==> src/rtl/vram_write_buffer.sv <==
// CPU-to-VRAM write buffer: first-word-fall-through FIFO that queues CPU byte writes,
// drains them while video timing reports writable, and merges repeat writes to the newest address.
module vram_write_buffer #(
    parameter int ADDR_W = 12,
    parameter int DEPTH  = 16,
    parameter int LVL_W  = $clog2(DEPTH) + 1
) (
    input  logic              clk,
    input  logic              rst,
    input  logic              cpu_wr,
    input  logic [ADDR_W-1:0] cpu_addr,
    input  logic [7:0]        cpu_data,
    output logic              cpu_ready,
    input  logic              writable,
    output logic              vram_we,
    output logic [ADDR_W-1:0] vram_addr,
    output logic [7:0]        vram_data,
    output logic [LVL_W-1:0]  level,
    output logic              overflow,
    input  logic              clr_overflow
);
    localparam int PTR_W = $clog2(DEPTH);

    logic [ADDR_W-1:0] addr_mem [DEPTH];
    logic [7:0]        data_mem [DEPTH];
    logic [PTR_W-1:0]  rd_ptr;
    logic [PTR_W-1:0]  wr_ptr;
    logic [PTR_W-1:0]  tail_ptr;
    logic [LVL_W-1:0]  lvl;
    logic              ovf;
    logic              empty;
    logic              full;
    logic              pop;
    logic              tail_pop;
    logic              coalesce;
    logic              push;
    logic              drop;

    assign empty    = (lvl == '0);
    assign full     = (lvl == LVL_W'(DEPTH));
    assign tail_ptr = wr_ptr - 1'b1;

    assign pop      = writable & ~empty;
    // A tail that is leaving this cycle cannot absorb new data; the write becomes a normal push.
    assign tail_pop = pop & (lvl == LVL_W'(1));
    assign coalesce = cpu_wr & ~empty & ~tail_pop & (cpu_addr == addr_mem[tail_ptr]);
    assign push     = cpu_wr & ~full & ~coalesce;
    assign drop     = cpu_wr & full & ~coalesce;

    assign cpu_ready = ~full;
    assign vram_we   = pop;
    assign vram_addr = addr_mem[rd_ptr];
    assign vram_data = data_mem[rd_ptr];
    assign level     = lvl;
    assign overflow  = ovf;

    always_ff @(posedge clk) begin
        if (rst) begin
            rd_ptr <= '0;
            wr_ptr <= '0;
            lvl    <= '0;
            ovf    <= 1'b0;
            for (int i = 0; i < DEPTH; i++) begin
                addr_mem[i] <= '0;
                data_mem[i] <= '0;
            end
        end else begin
            if (pop) begin
                rd_ptr <= rd_ptr + 1'b1;
            end
            if (push) begin
                addr_mem[wr_ptr] <= cpu_addr;
                data_mem[wr_ptr] <= cpu_data;
                wr_ptr           <= wr_ptr + 1'b1;
            end else if (coalesce) begin
                data_mem[tail_ptr] <= cpu_data;
            end
            lvl <= lvl + LVL_W'(push) - LVL_W'(pop);
            // A fresh drop outranks a simultaneous clear.
            if (drop) begin
                ovf <= 1'b1;
            end else if (clr_overflow) begin
                ovf <= 1'b0;
            end
        end
    end
endmodule

==> config.mk <==
export PLATFORM = sky130hd
export DESIGN_NAME = vram_write_buffer
export DESIGN_NICKNAME = d
export VERILOG_FILES = /design/src/rtl/vram_write_buffer.sv
export SDC_FILE = /design/constraint.sdc
export NUM_CORES = 1
export LEC_CHECK = 0
export ABC_AREA = 1
export CAP_MARGIN = 20
export CORE_ASPECT_RATIO = 0.5
export CORE_UTILIZATION = 35
export DETAILED_ROUTE_END_ITERATION = 10
export DONT_BUFFER_PORTS = 1
export PLACE_DENSITY = 0.61
export SLEW_MARGIN = 20
export SYNTH_ARGS = -nofsm -noshare
export SYNTH_HDL_FRONTEND = slang
export SYNTH_SLANG_ARGS = --single-unit
==> constraint.sdc <==
create_clock -name clk -period 5.06 [get_ports clk]
set_input_delay 1.012 -clock clk [delete_from_list [all_inputs] [get_ports clk]]
set_output_delay 1.012 -clock clk [all_outputs]
set_load 0.01 [all_outputs]
==> key figures, run 1 <==
Die
  – Die span in x: about 330 um
  – Die H: around 170 um
  – Placeable Area: 53,750 um^2
  – Die area: ~55,000 um^2
  – FP Rows: 60
  – Starting Density: 0.3545
  – # IOs: between 50 and 60

Setup path
  – Crit path launch type: flop
  – CP max stage delay: ~420 ps
  – Worst r2r path cells: 16
  – Crit-path leading delay family: simple AND/OR/NAND/NOR gates
  – RR Startpoint: wr_ptr[1]$_SDFFE_PP0P_
  – Worst path bufs/invs: 4
  – Slack of the worst reg-to-reg path: 440 ps
  – CP Max Fanout: 23
  – Reg2reg end: data_mem[7][2]$_SDFFCE_PN0P_
  – Setup crit end kind: flop
  – Worst Path Required: 5300 ps
  – Worst path slowest cell: inv_2
  – Worst Setup Path Type: flop to flop
  – Most used cell, CP: nand3_1
  – Worst path cell trace: inv_1 -> ha_2 -> inv_2 -> buf_4 -> nand3_1 -> nand3_1 -> nand3_1 -> nand3_1 -> nand3_1 -> nand3b_2 -> nor2_2 -> nand3_1 -> nand2_1 -> nand3_4 -> o21ai_0 -> buf_4
  – CP arrival: slightly below 5000 ps

Cells and area
  – Final Non-Filler Cells: approximately 2,700
  – Synthesis-to-layout area growth: 9.173%
  – Ant. Diodes: 0
  – Nets@finish: 1,964
  – Fraction of layout cells with a size suffix above 1: 0.1776

Clock tree
  – Num CTS Buffers: 37
  – Skew-Pair Late Insertion Delay: roughly 540 ps
  – # Post-CTS Setup Buffers: 0
  – CTS tree: done
  – Hold bufs inserted after CTS: 0
  – Resized cells post-CTS: 0
  – Clk sinks: between 300 and 400
  – Worst-path clk slew: 60 ps
  – Root buf cell: clkbuf_16
  – CTS H-tree lvls: 2
  – CTS max path bufs: 3

STA
  – Max-slew violation count: 0
  – Part of the cycle the worst path needs: 0.9131
  – Max frequency: around 0.22 GHz
  – Final hold viol count: 0
  – Fin Clk Skew: ~15 ps
  – Setup TNS: 0 ps
  – Tmin final: about 4600 ps
  – Final setup vio count: 0
  – Slew of the pin with the lowest slew margin: 1019 ps
  – RSZ-0062 raised after global routing: false
  – Normalized max-slew margin: 0.3198

Synth
  – Synth Register Bits: around 340
  – Yosys warning count: 0
  – Post-Syn Nets: slightly above 2,000
  – Mean Syn Cell Area: ~9.7 um^2
  – Number of flops mapped to enable cells by yosys: 320
  – Fraction of registers with async set or reset after synthesis: 0
  – Synth Flop Type: edfxtp_1
  – Seq/Total Area, Yosys: 0.5232
  – Post-synth top area cell: edfxtp_1
  – Proportion of netlist area held by the largest area contributor: 0.5043
  – Top cells by area, synth: edfxtp_1 50%, nor3_2 6.4%, nand2_1 6.3%, nand3_1 6.0%, mux2i_1 4.2%
  – Post-Syn Area: 19,060 um^2
  – Distinct cell type count after synthesis: 36
  – Mapped Cells: roughly 2,000

Routing
  – Wire length per cell: ~21 um
  – Initial DRC Count: about 1,500
  – DR vias/cell: roughly 5.5
  – ANT nets after route: 0
  – Total Wirelength: about 56,000 um
  – Vias: between 10,000 and 15,000
  – Drc violations: 0
  – First-pass DRT Iterations: 5

Global routing
  – First-pass GRT wire length: around 85,000 um
  – Largest net degree at the start of global routing: 102
  – Initial antenna violation count: 0
  – Total gr overflow: 0
  – Total GRT Usage: 0.1993
  – Vias in the first global route: around 14,000

Power
  – Net Switching: roughly 3.3 mW
  – Peak VDD IR: 0.2200 mV
  – Clock Power Share: 0.296
  – Share of power burned in registers: 0.385
  – P_leak: between 7 and 8 nW
  – P_int: between 5 and 6 mW
  – Combinational share of power: 0.319
  – PD cells: about 420 nW/um^2
  – Net Sw Frac: 0.3712

Flow run
  – MaxCap Viol Count: 0

Hold path
  – HP Class: flop to flop
  – Worst min-delay path startpoint: rd_ptr[3]$_SDFFE_PP0P_
  – Hold depth: 2

Place
  – Port Buffers: 0
  – Routability cong.: 0.9175
  – Post-DP HPWL: around 34,000 um
  – Inst Count DP: approximately 2,600

Outcome
  – Status: completed
==> cells by family (layout without fill, tap and decap cells) <==
group	Yosys count	after routing	share of synthesized area
multiplexers	80	80	0.04202
AND/OR/NAND/NOR	939	939	0.2587
AO/OA/AOI/OAI	299	299	0.09055
adder cells (fa/ha/maj)	13	13	0.008930
XOR/XNOR	2	2	0.0009194
flip-flops	338	338	0.5232
buffers and inverters	302	283	0.07571
==> through the flow <==
step / setup slack (ps) / power (mW) / instance area (um^2) / utilization / hold WS (ps)
after global routing: 138.5 / 9.160 / 20800 / 0.3870 / 517.0
after CTS: 569.9 / 8.747 / 20800 / 0.3870 / 475.6
final: 439.5 / 8.757 / 20800 / 0.3870 / 467.9
after detailed placement: 581.1 / 6.185 / 19680 / 0.3661 / 466.4
after floorplan: 1100 / 5.380 / 19060 / - / 436.2
after global placement: 666.2 / 6.156 / 19680 / 0.3661 / 457.3
==> cells in the final DEF, fill, tap and decap left out, types with 39 or more instances in the layout <==
cell,netlist,final
nand2_1,321,321
edfxtp_1,320,320
nand3_1,230,230
nor2_1,170,170
o21ai_0,125,125
nor3_2,122,122
inv_1,119,119
a21oi_1,90,90
mux2i_1,80,80
o211ai_1,80,80
buf_4,26,73
nor2_2,57,57
clkbuf_16,0,39
==> cells in the mapped netlist (2+ instances only) <==
library cell  instances
buf_6                25
o21ai_0             125
inv_2                 6
o211ai_1             80
mux2i_1              80
nand2_1             321
nand2_2              13
a21oi_1              90
nor2_8                3
buf_4                26
xor2_1                2
buf_1                 7
nand3_1             230
dfxtp_1              18
ha_1                 12
nand3_4               5
nand4_1               5
clkinv_1             12
inv_4                 2
nor2_2               57
nor3_2              122
nand2_4               3
nor3_1                7
inv_1               119
edfxtp_1            320
clkbuf_1             90
buf_2                15
nor2_1              170
==> worst register-to-register path, delay by kind of cell, from the launching register on <==
kind | cells | cell delay [ps]
flops | 1 | 360
buf+inv | 4 | 1210
fa+ha+maj | 1 | 350
compound gates | 1 | 430
simple gates | 10 | 1970
==> layout make-up <==
cell class                      instances  area [um^2]
Fill cell                            5230        32950
Sequential cell                       338         9982
Multi-Input combinational cell       1333         7646
Clock buffer                           47         1006
Tap cell                              713        892.1
Timing Repair Buffer                   77        628.1
Inverter                              139        528.0
Clock inverter                         20        121.4
==> power groups by stage <==
stage / Clock, mW / Combinational, mW / Sequential [mW]
floorplan: 0 / 2.03 / 3.35
global placement: 0 / 2.73 / 3.42
detailed placement: 0 / 2.76 / 3.43
CTS: 2.61 / 2.76 / 3.37
global route: 2.73 / 3.04 / 3.39
finish: 2.59 / 2.79 / 3.37
==> per-layer routing <==
metal	track usage	up-vias	wire length, um
met2	0.3309	603	26600
met1	0.2651	7187	23360
met4	0.07528	0	1894
met3	0.02690	119	4176
met5	0	-	0
li1	-	6761	-
==> registers in the layout, indices dropped and copies added, names as in the netlist, named ones only <==
name,flops
level,5
wr_ptr,4
overflow,1
data_mem,128
rd_ptr,4
addr_mem,192
==> worst max path at each step <==
| stage | start | end | slack, ps | cells after the start |
|---|---|---|---|---|
| 4_1_cts | wr_ptr[1]$_SDFFE_PP0P_ | level[4]$_SDFF_PP0_ | 570 | 22 |
| 5_1_grt | wr_ptr[1]$_SDFFE_PP0P_ | level[4]$_SDFF_PP0_ | 140 | 22 |
| 3_3_place_gp | wr_ptr[1]$_SDFFE_PP0P_ | level[4]$_SDFF_PP0_ | 670 | 23 |
| 2_1_floorplan | wr_ptr[0]$_SDFFE_PP0P_ | level[4]$_SDFF_PP0_ | 1100 | 28 |
| 6_report | wr_ptr[1]$_SDFFE_PP0P_ | data_mem[7][2]$_SDFFCE_PN0P_ | 440 | 16 |
| 3_5_place_dp | wr_ptr[1]$_SDFFE_PP0P_ | level[4]$_SDFF_PP0_ | 580 | 22 |
Power figures use the tool's default switching activity.
==> inputs of run 2 (changes only) <==
--- a/config.mk
+++ b/config.mk
@@ -9,6 +9,7 @@
 export CAP_MARGIN = 20
 export CORE_ASPECT_RATIO = 0.5
 export CORE_UTILIZATION = 35
+export CTS_CLUSTER_SIZE = 40
 export DETAILED_ROUTE_END_ITERATION = 10
 export DONT_BUFFER_PORTS = 1
 export PLACE_DENSITY = 0.61
==> key figures, run 2 (synthesis gave the netlist of run 1 again) <==
STA
  – Hold WS: between 400 and 500 ps
  – Final setup vio count: 0
  – Fin Clk Skew: 25.59 ps
  – Final hold viol count: 0
  – Setup TNS: 0 ps
  – Max frequency: 0.2175 GHz
  – Worst setup margin: ~460 ps
  – Tmin final: between 4000 and 5000 ps
  – Max-slew violation count: 0
  – Normalized max-slew margin: 0.3163
  – Slew of the pin with the lowest slew margin: about 1000 ps
  – RSZ-0062 raised after global routing: false
  – Part of the cycle the worst path needs: 0.9084

Place
  – Routability cong.: around 0.92
  – Inst Count DP: around 2,600
  – Placed Area: between 15,000 and 20,000 um^2
  – Pre-CTS setup slack: 581.1 ps
  – Port Buffers: 0
  – Post-DP HPWL: 34,420 um

Setup path
  – Slack of the worst reg-to-reg path: between 400 and 500 ps
  – Worst path slowest cell: inv_2
  – Worst Setup Path Type: flop to flop
  – Worst Path Required: 5290 ps
  – Reg2reg end: data_mem[7][2]$_SDFFCE_PN0P_
  – Setup crit end kind: flop
  – Most used cell, CP: nand3_1
  – CP Max Fanout: 23
  – Crit-path leading delay family: simple AND/OR/NAND/NOR gates
  – Worst path cell trace: inv_1 -> ha_2 -> inv_2 -> buf_4 -> nand3_1 -> nand3_1 -> nand3_1 -> nand3_1 -> nand2_1 -> nor2_1 -> nand2_1 -> nor2_1 -> nand3_1 -> a21oi_4 -> nand3_4 -> o21ai_0 -> buf_4
  – RR Startpoint: wr_ptr[1]$_SDFFE_PP0P_
  – Crit path launch type: flop
  – CP max stage delay: 420 ps
  – Worst path bufs/invs: 4
  – CP arrival: 4830 ps
  – Worst r2r path cells: 17

Cells and area
  – Commonest non-fill, non-tap cell in the layout: nand2_1
  – Commonest non-fill, non-tap cells in the layout: 321 x nand2_1, 320 x edfxtp_1, 230 x nand3_1
  – Fillers: roughly 5,200
  – Max reg flops: roughly 190
  – Final Non-Filler Cells: approximately 2,700
  – Design area: approximately 21,000 um^2
  – Fraction of layout cells with a size suffix above 1: 0.1771
  – Synthesis-to-layout area growth: 9.160%
  – Nets@finish: just under 2,000
  – Largest reg by FF count: addr_mem
  – Final core utilization: 0.3870
  – Ant. Diodes: 0

Flow run
  – MaxCap Viol Count: 0

Routing
  – DR vias/cell: 5.499
  – Vias: between 10,000 and 15,000
  – Drc violations: 0
  – Wire length per cell: between 20 and 25 um
  – ANT nets after route: 0
  – Initial DRC Count: 1,483
  – Total Wirelength: roughly 56,000 um
  – First-pass DRT Iterations: 6

Clock tree
  – Root buf cell: clkbuf_16
  – CTS H-tree lvls: 2
  – CTS tree: done
  – CTS max path bufs: 3
  – Skew-Pair Late Insertion Delay: 540 ps
  – Num CTS Buffers: 37
  – Worst-path clk slew: ~70 ps
  – Resized cells post-CTS: 0
  – # Post-CTS Setup Buffers: 0
  – Hold bufs inserted after CTS: 0
  – Clk sinks: 338

Power
  – Power, Total: roughly 8.8 mW
  – PD cells: 420.7 nW/um^2
  – P_leak: approximately 7.5 nW
  – Peak VDD IR: between 0.2 and 0.25 mV

Hold path
  – Hold depth: 2
  – Worst min-delay path startpoint: rd_ptr[3]$_SDFFE_PP0P_
  – HP Class: flop to flop

Global routing
  – Total gr overflow: 0
  – Initial antenna violation count: 0
  – Vias in the first global route: approximately 14,000
  – First-pass GRT wire length: around 85,000 um
  – Total GRT Usage: 0.1987
  – Largest net degree at the start of global routing: about 100

Die
  – Die span in x: between 300 and 400 um
  – Placeable Area: between 50,000 and 60,000 um^2
  – Starting Density: 0.3545
  – # IOs: 53
  – Die H: roughly 170 um
  – FP Rows: 60
  – Die area: around 55,000 um^2

Outcome
  – Status: completed
## run 2: tightest hold or removal path, cell delays in order, from the launching register on
cell	delay (ps)
dfxtp_1	300
inv_1	50
a21oi_1	70
## run 2: final cells by class
class,instances,area [um^2],area share
clock buffers,49,1013,0.04872
clock inverters,18,111.4,0.005353
inverters,139,528.0,0.02538
multi-input cells,1333,7646,0.3676
flip-flops and latches,338,9982,0.4799
well taps,713,892.1,0.04289
repair buffers,77,628.1,0.03020
## run 2: layer usage
metal  routed length (um)  global-route usage  up-vias
met5                    0                   0        -
met4                 1901             0.07327        0
met3                 4149             0.02667      113
met2                26640              0.3304      624
met1                23380              0.2648     7165
li1                     -                   -     6763
## run 2: power by group
group	internal [mW]	total, mW	switching (mW)
Combinational	0.815	2.79	1.98
Clock	1.46	2.59	1.12
Sequential	3.23	3.37	0.138
Total	5.51	8.75	3.24
## run 2: worst max-delay path by stage
stage,from,end,cells after the start
global placement,wr_ptr[1]$_SDFFE_PP0P_,level[4]$_SDFF_PP0_,23
finish,wr_ptr[1]$_SDFFE_PP0P_,data_mem[7][2]$_SDFFCE_PN0P_,17
CTS,wr_ptr[1]$_SDFFE_PP0P_,level[4]$_SDFF_PP0_,22
global route,wr_ptr[1]$_SDFFE_PP0P_,level[4]$_SDFF_PP0_,22
floorplan,wr_ptr[0]$_SDFFE_PP0P_,level[4]$_SDFF_PP0_,28
detailed placement,wr_ptr[1]$_SDFFE_PP0P_,level[4]$_SDFF_PP0_,22
